**config.mk**
```make
export PLATFORM = sky130hd
export DESIGN_NAME = key_debouncer
export DESIGN_NICKNAME = d
export VERILOG_FILES = /design/src/rtl/key_debouncer.sv
export SDC_FILE = /design/constraint.sdc
export NUM_CORES = 1
export LEC_CHECK = 0
export CELL_PAD_IN_SITES_DETAIL_PLACEMENT = 0
export CELL_PAD_IN_SITES_GLOBAL_PLACEMENT = 1
export CORE_ASPECT_RATIO = 0.6
export CORE_UTILIZATION = 49
export CTS_BUF_LIST = sky130_fd_sc_hd__clkbuf_8
export DETAILED_ROUTE_END_ITERATION = 16
export PLACE_DENSITY_LB_ADDON = 0.1
export REMOVE_ABC_BUFFERS = 1
export SLEW_MARGIN = 15
export SYNTH_ARGS = -nofsm -noshare
export SYNTH_HDL_FRONTEND = slang
export SYNTH_SLANG_ARGS = --single-unit
```
**constraint.sdc**
```tcl
create_clock -name clk -period 2.75 [get_ports clk]
set_input_delay 0.55 -clock clk [delete_from_list [all_inputs] [get_ports clk]]
set_output_delay 0.55 -clock clk [all_outputs]
set_load 0.005 [all_outputs]
```
**src/rtl/key_debouncer.sv**
```systemverilog
// key_debouncer
//   Debounces W_KEY independent push-button inputs. Each key passes through a
//   two-flop synchronizer and a stability counter; a new synced level is
//   accepted only after it has held for CNT_MAX unbroken cycles.
//
// Parameters
//   W_KEY    number of independent keys
//   CNT_MAX  consecutive stable cycles required before acceptance (>= 1)
//
// Ports
//   clk          single clock, rising edge
//   rst          asynchronous, active-high reset
//   key_raw      raw button levels, asynchronous to clk
//   key_out      debounced level, 1 = pressed
//   key_press    one-cycle pulse on each accepted 0->1 transition
//   key_release  one-cycle pulse on each accepted 1->0 transition
//   key_toggle   flips on every accepted press
//
// Build option
//   KEY_ACTIVE_LOW_EN  when defined, key_raw is inverted ahead of the
//                      synchronizer (raw 0 = pressed, for pull-up buttons).
module key_debouncer #(
    parameter int unsigned W_KEY   = 2,
    parameter int unsigned CNT_MAX = 1_000_000
) (
    input  logic             clk,
    input  logic             rst,
    input  logic [W_KEY-1:0] key_raw,
    output logic [W_KEY-1:0] key_out,
    output logic [W_KEY-1:0] key_press,
    output logic [W_KEY-1:0] key_release,
    output logic [W_KEY-1:0] key_toggle
);

    localparam int unsigned     CNT_W    = $clog2(CNT_MAX + 1);
    localparam logic [CNT_W-1:0] CNT_LAST = CNT_W'(CNT_MAX - 1);

    logic [W_KEY-1:0] key_in;

`ifdef KEY_ACTIVE_LOW_EN
    assign key_in = ~key_raw;
`else
    assign key_in = key_raw;
`endif

    logic [W_KEY-1:0] sync1_q;
    logic [W_KEY-1:0] sync2_q;
    logic [W_KEY-1:0] out_q,     out_d;
    logic [W_KEY-1:0] press_q,   press_d;
    logic [W_KEY-1:0] release_q, release_d;
    logic [W_KEY-1:0] toggle_q,  toggle_d;
    logic [CNT_W-1:0] cnt_q [W_KEY];
    logic [CNT_W-1:0] cnt_d [W_KEY];

    always_comb begin
        out_d     = out_q;
        press_d   = '0;
        release_d = '0;
        for (int unsigned k = 0; k < W_KEY; k++) begin
            // Counter clears whenever the synced level matches the accepted
            // one, so any glitch back restarts qualification from zero.
            cnt_d[k] = '0;
            if (sync2_q[k] != out_q[k]) begin
                if (cnt_q[k] == CNT_LAST) begin
                    out_d[k]     = sync2_q[k];
                    press_d[k]   = sync2_q[k];
                    release_d[k] = ~sync2_q[k];
                end else begin
                    cnt_d[k] = cnt_q[k] + CNT_W'(1);
                end
            end
        end
        toggle_d = toggle_q ^ press_d;
    end

    always_ff @(posedge clk or posedge rst) begin
        if (rst) begin
            sync1_q   <= '0;
            sync2_q   <= '0;
            out_q     <= '0;
            press_q   <= '0;
            release_q <= '0;
            toggle_q  <= '0;
            for (int unsigned k = 0; k < W_KEY; k++) begin
                cnt_q[k] <= '0;
            end
        end else begin
            sync1_q   <= key_in;
            sync2_q   <= sync1_q;
            out_q     <= out_d;
            press_q   <= press_d;
            release_q <= release_d;
            toggle_q  <= toggle_d;
            for (int unsigned k = 0; k < W_KEY; k++) begin
                cnt_q[k] <= cnt_d[k];
            end
        end
    end

    assign key_out     = out_q;
    assign key_press   = press_q;
    assign key_release = release_q;
    assign key_toggle  = toggle_q;

endmodule

```
After elaboration in Yosys (flattened, before gate mapping) --
Cells that the tools add are included. W data, S select, Z words.
Storage, ports and cells: bits in registers 52, input port bits 4, output and inout port bits 8, word-level logic and storage cells 32
Cells by class: add/sub/neg operators 2, equal/unequal tests 4, mux-type cells 12, bitwise logic cells 3, reduce and logical (&&, ||, !) cells 2
Operator list (count):
- $mux W20 | 4
- $add A20 B1 Y20 const B | 2
- $eq A20 B20 Y1 const B | 2
- $mux W1 | 8
- $reduce_and A2 Y1 | 2
- $ne A1 B1 Y1 | 2
- $not A1 Y1 | 2
- $xor A2 B2 Y2 | 1

Logic depth before layout (Yosys ltp) --
word-level depth 4, gate-level depth with buffers 8, gate-level depth less buffers 5

Worst setup path after synthesis --
OpenSTA, ideal clock, no wires.
kind flip-flop to flip-flop, start register cnt_q[0] in the netlist's numbering, end register cnt_q[18] in the netlist's numbering, library setup time 0.078 ns, data arrival time 1.906 ns, required time 2.672 ns, slack 0.766 ns, stages on the path, launching flop included 7, buffers on the path 1, period minus slack after synthesis 1.984 ns, path through dfrtp_1 > ha_1 > nand2_1 > or4_1 > buf_2 > or4_1 > a21oi_1
RTL lines:
- start, declared | line 52 | logic [CNT_W-1:0] cnt_q [W_KEY];
- start signal, assigned by index | line 95 | cnt_q[k] <= cnt_d[k];

==> impl_metrics.env <==
export IMPL_outcome="finished, final reports clean"
export IMPL_coreArea_sq_mm=0.00461
export IMPL_max_stage_delay_ns=0.65
export IMPL_yosys_warnings=0
export IMPL_path_max_fanout=18
export IMPL_postCtsHoldBufs=0
export IMPL_grt_remaining_overflow=0
export IMPL_final_setup_skew_ns=0.0122
export IMPL_drv_cap=0
export IMPL_vdd_drop_max_v=0.000301
export IMPL_synth_common_cells="dfrtp_1, nor2_1, a21oi_1, xor2_1"
export IMPL_die_h_um=56.0
export IMPL_period_minus_slack_ns=2.33
export IMPL_clock_sink_count=52
export IMPL_worstPathRequired_ns=2.93
export IMPL_crit_buf_inv=0
export IMPL_synthXorXnorAreaFrac_pct=9.57
export IMPL_drt_iter0_markers=104
export IMPL_slew_viol_final=0
export IMPL_fin_tns_setup_ns=0
export IMPL_fmax_mhz=429
export IMPL_synth_async_reset_ratio_pct=100
export IMPL_arrival_ns=2.51
export IMPL_synth_cells=229
export IMPL_synthTopCellsByArea="dfrtp_1, xor2_1, xnor2_1"
export IMPL_setup_ws_ns=0.419
export IMPL_drc=0
export IMPL_ant_nets=0
export IMPL_netlist_area_sq_mm=0.00238
export IMPL_cp_top_family="simple AND/OR/NAND/NOR gates"
export IMPL_io_pins=12
export IMPL_drtPass1Iterations=4
export IMPL_start_kind="flip-flop"
export IMPL_clockBufferDepth=2
export IMPL_tightest_slew_ns=0.704
export IMPL_htree_levels=2
export IMPL_synth_top_family_by_area="simple AND/OR/NAND/NOR gates"
export IMPL_synth_mux_area_fraction_pct=0.947
export IMPL_timing_critical_path_from="cnt_q[32]$_DFF_PP0_"
export IMPL_worst_path_max_delay_cell="nor4_1"
export IMPL_p_leak_nw=1.12
export IMPL_vias=1777
export IMPL_root_buffer="clkbuf_8"
export IMPL_place_congestion=0.767
export IMPL_grt_max_degree=53
export IMPL_cts_tree="done"
export IMPL_clk_latency_ns=0.32
export IMPL_rows=19
export IMPL_yosysUniqueCellTypes=31
export IMPL_relSlewSlack_pct=52.7
export IMPL_cts_setup_buffers=0
export IMPL_clk_pin_slew_worst_paths_ns=0.09
export IMPL_synth_simple_gate_area_share_pct=23.9
export IMPL_die_width_um=91.9
export IMPL_dieArea_sq_mm=0.00515
export IMPL_hold_path_class="flip-flop to flip-flop"
export IMPL_r2r_setup_slack_ns=0.42
export IMPL_layout_drive_gt1_share_pct=7.38
export IMPL_cp_end_kind="flip-flop"
export IMPL_nNetsFinal=249
export IMPL_synth_area_leader_cell="dfrtp_1"
export IMPL_setup_viol=0
export IMPL_power_density_mw_per_mm2=491
export IMPL_place_hpwl_um=3310
export IMPL_antenna_found_initial=0
export IMPL_hold_path_startpoint="sync1_q[0]$_DFF_PP0_"
export IMPL_antenna_cells=0
export IMPL_grt_pass1_vias=1732
export IMPL_synth_top_cell_area_share_pct=54.7
export IMPL_fin_crit_sh_pct=84.7
export IMPL_grt_use_total_pct=21.2
export IMPL_synth_main_ff_cell="dfrtp_1"
export IMPL_wl_um=4720
export IMPL_crit_type="flip-flop to flip-flop"
export IMPL_cts_buffers=5
export IMPL_synthAdderAreaFrac_pct=1.05
export IMPL_path_cells="or4b_1 > nor4_1 > a21bo_2 > a21oi_1"
export IMPL_wl_per_cell_um=15.4
export IMPL_start_util_pct=51.6
export IMPL_dp_slack_ns=0.459
export IMPL_reg2reg_from="cnt_q[32]$_DFF_PP0_"
export IMPL_avgViaCountPerCell=5.79
export IMPL_seq_area_frac_synth_pct=54.7
export IMPL_hold_violations=0
export IMPL_ys_ff_latch=52
export IMPL_synth_most_common_cell="dfrtp_1"
export IMPL_area_delta_synth_final_pct=11.5
export IMPL_synth_compound_area_share_pct=7.26
export IMPL_grt_pass1_wl_um=8320
export IMPL_synth_edff_count=0
export IMPL_synth_area_per_cell_sq_um=10.4
export IMPL_port_buffer_count=11
export IMPL_p_total_mw=1.30
export IMPL_rsz0062_at_grt="false"
export IMPL_ctsResizeCount=0
-- layout make-up --
cell class | instances | area (sq um)
clock buffers | 6 | 82.6
flip-flops and latches | 52 | 1300
inverters | 7 | 26.3
repair buffers | 14 | 133
fillers | 401 | 1960
multi-input cells | 163 | 1020
clock inverters | 2 | 13.8
well taps | 63 | 78.8
-- through the flow --
step / util, % / area [sq um] / hold WS, ns / std cells
after global placement: 55.4 / 2550 / 0.340 / 299
after floorplan: - / 2340 / 0.331 / 222
after detailed placement: 55.4 / 2550 / 0.338 / 299
after global routing: 57.5 / 2650 / 0.388 / 307
final: 57.5 / 2650 / 0.363 / 307
after CTS: 57.5 / 2650 / 0.370 / 307
-- metal layers --
metal / routed length (um) / GRT usage [%] / up-vias
met5: 0 / 0 / -
met4: 46 / 7.14 / 0
met3: 241 / 5.60 / 5
met2: 1930 / 28.3 / 40
met1: 2510 / 33.1 / 890
li1: - / - / 842
-- report_power, final --
group / internal, mW / switching [mW]
Sequential: 0.774 / 0.0107
Clock: 0.206 / 0.264
Combinational: 0.0155 / 0.0301
-- state kept, by name (all words and copies together) (netlist names) --
name         flops
sync2_q          2
key_out          2
sync1_q          2
key_release      2
cnt_q           40
key_press        2
key_toggle       2
-- cells by family after synthesis --
kind of cell             Yosys count
AND/OR/NAND/NOR                  103
flip-flops                        52
AO/OA/AOI/OAI                     30
XOR/XNOR                          26
buffers and inverters             14
multiplexers                       2
adder cells (fa/ha/maj)            2
-- path summary, 6_finish.rpt --
path | depth (start not counted) | to
worst max-delay path | 4 | cnt_q[33]$_DFF_PP0_
worst min-delay path | 0 | sync2_q[0]$_DFF_PP0_
worst max register to register | 4 | cnt_q[33]$_DFF_PP0_
worst min register to register | 0 | sync2_q[0]$_DFF_PP0_
max in group asynchronous | 3 | key_toggle[1]$_DFF_PP0_
min in group asynchronous | 3 | key_press[0]$_DFF_PP0_
-- cells in the final DEF, fill, tap and decap left out, types with 2 or more instances in the layout --
master | Yosys | final
dfrtp_1 | 52 | 52
nor2_1 | 24 | 24
xor2_1 | 14 | 14
a21oi_1 | 14 | 14
nand3_1 | 13 | 13
nand2_1 | 13 | 13
xnor2_1 | 12 | 12
or3_1 | 11 | 11
clkdlybuf4s50_1 | 0 | 11
o21ai_0 | 10 | 10
and3_1 | 7 | 7
or4_1 | 7 | 7
nand4_1 | 6 | 6
inv_1 | 7 | 6
clkbuf_8 | 0 | 6
and4_1 | 4 | 4
nor4_1 | 4 | 4
o31ai_1 | 4 | 4
nor3_1 | 4 | 4
nand4b_1 | 3 | 3
buf_4 | 2 | 3
nor3b_1 | 2 | 2
mux2_2 | 2 | 2
ha_1 | 2 | 2
(Power assumes the default switching activity.)
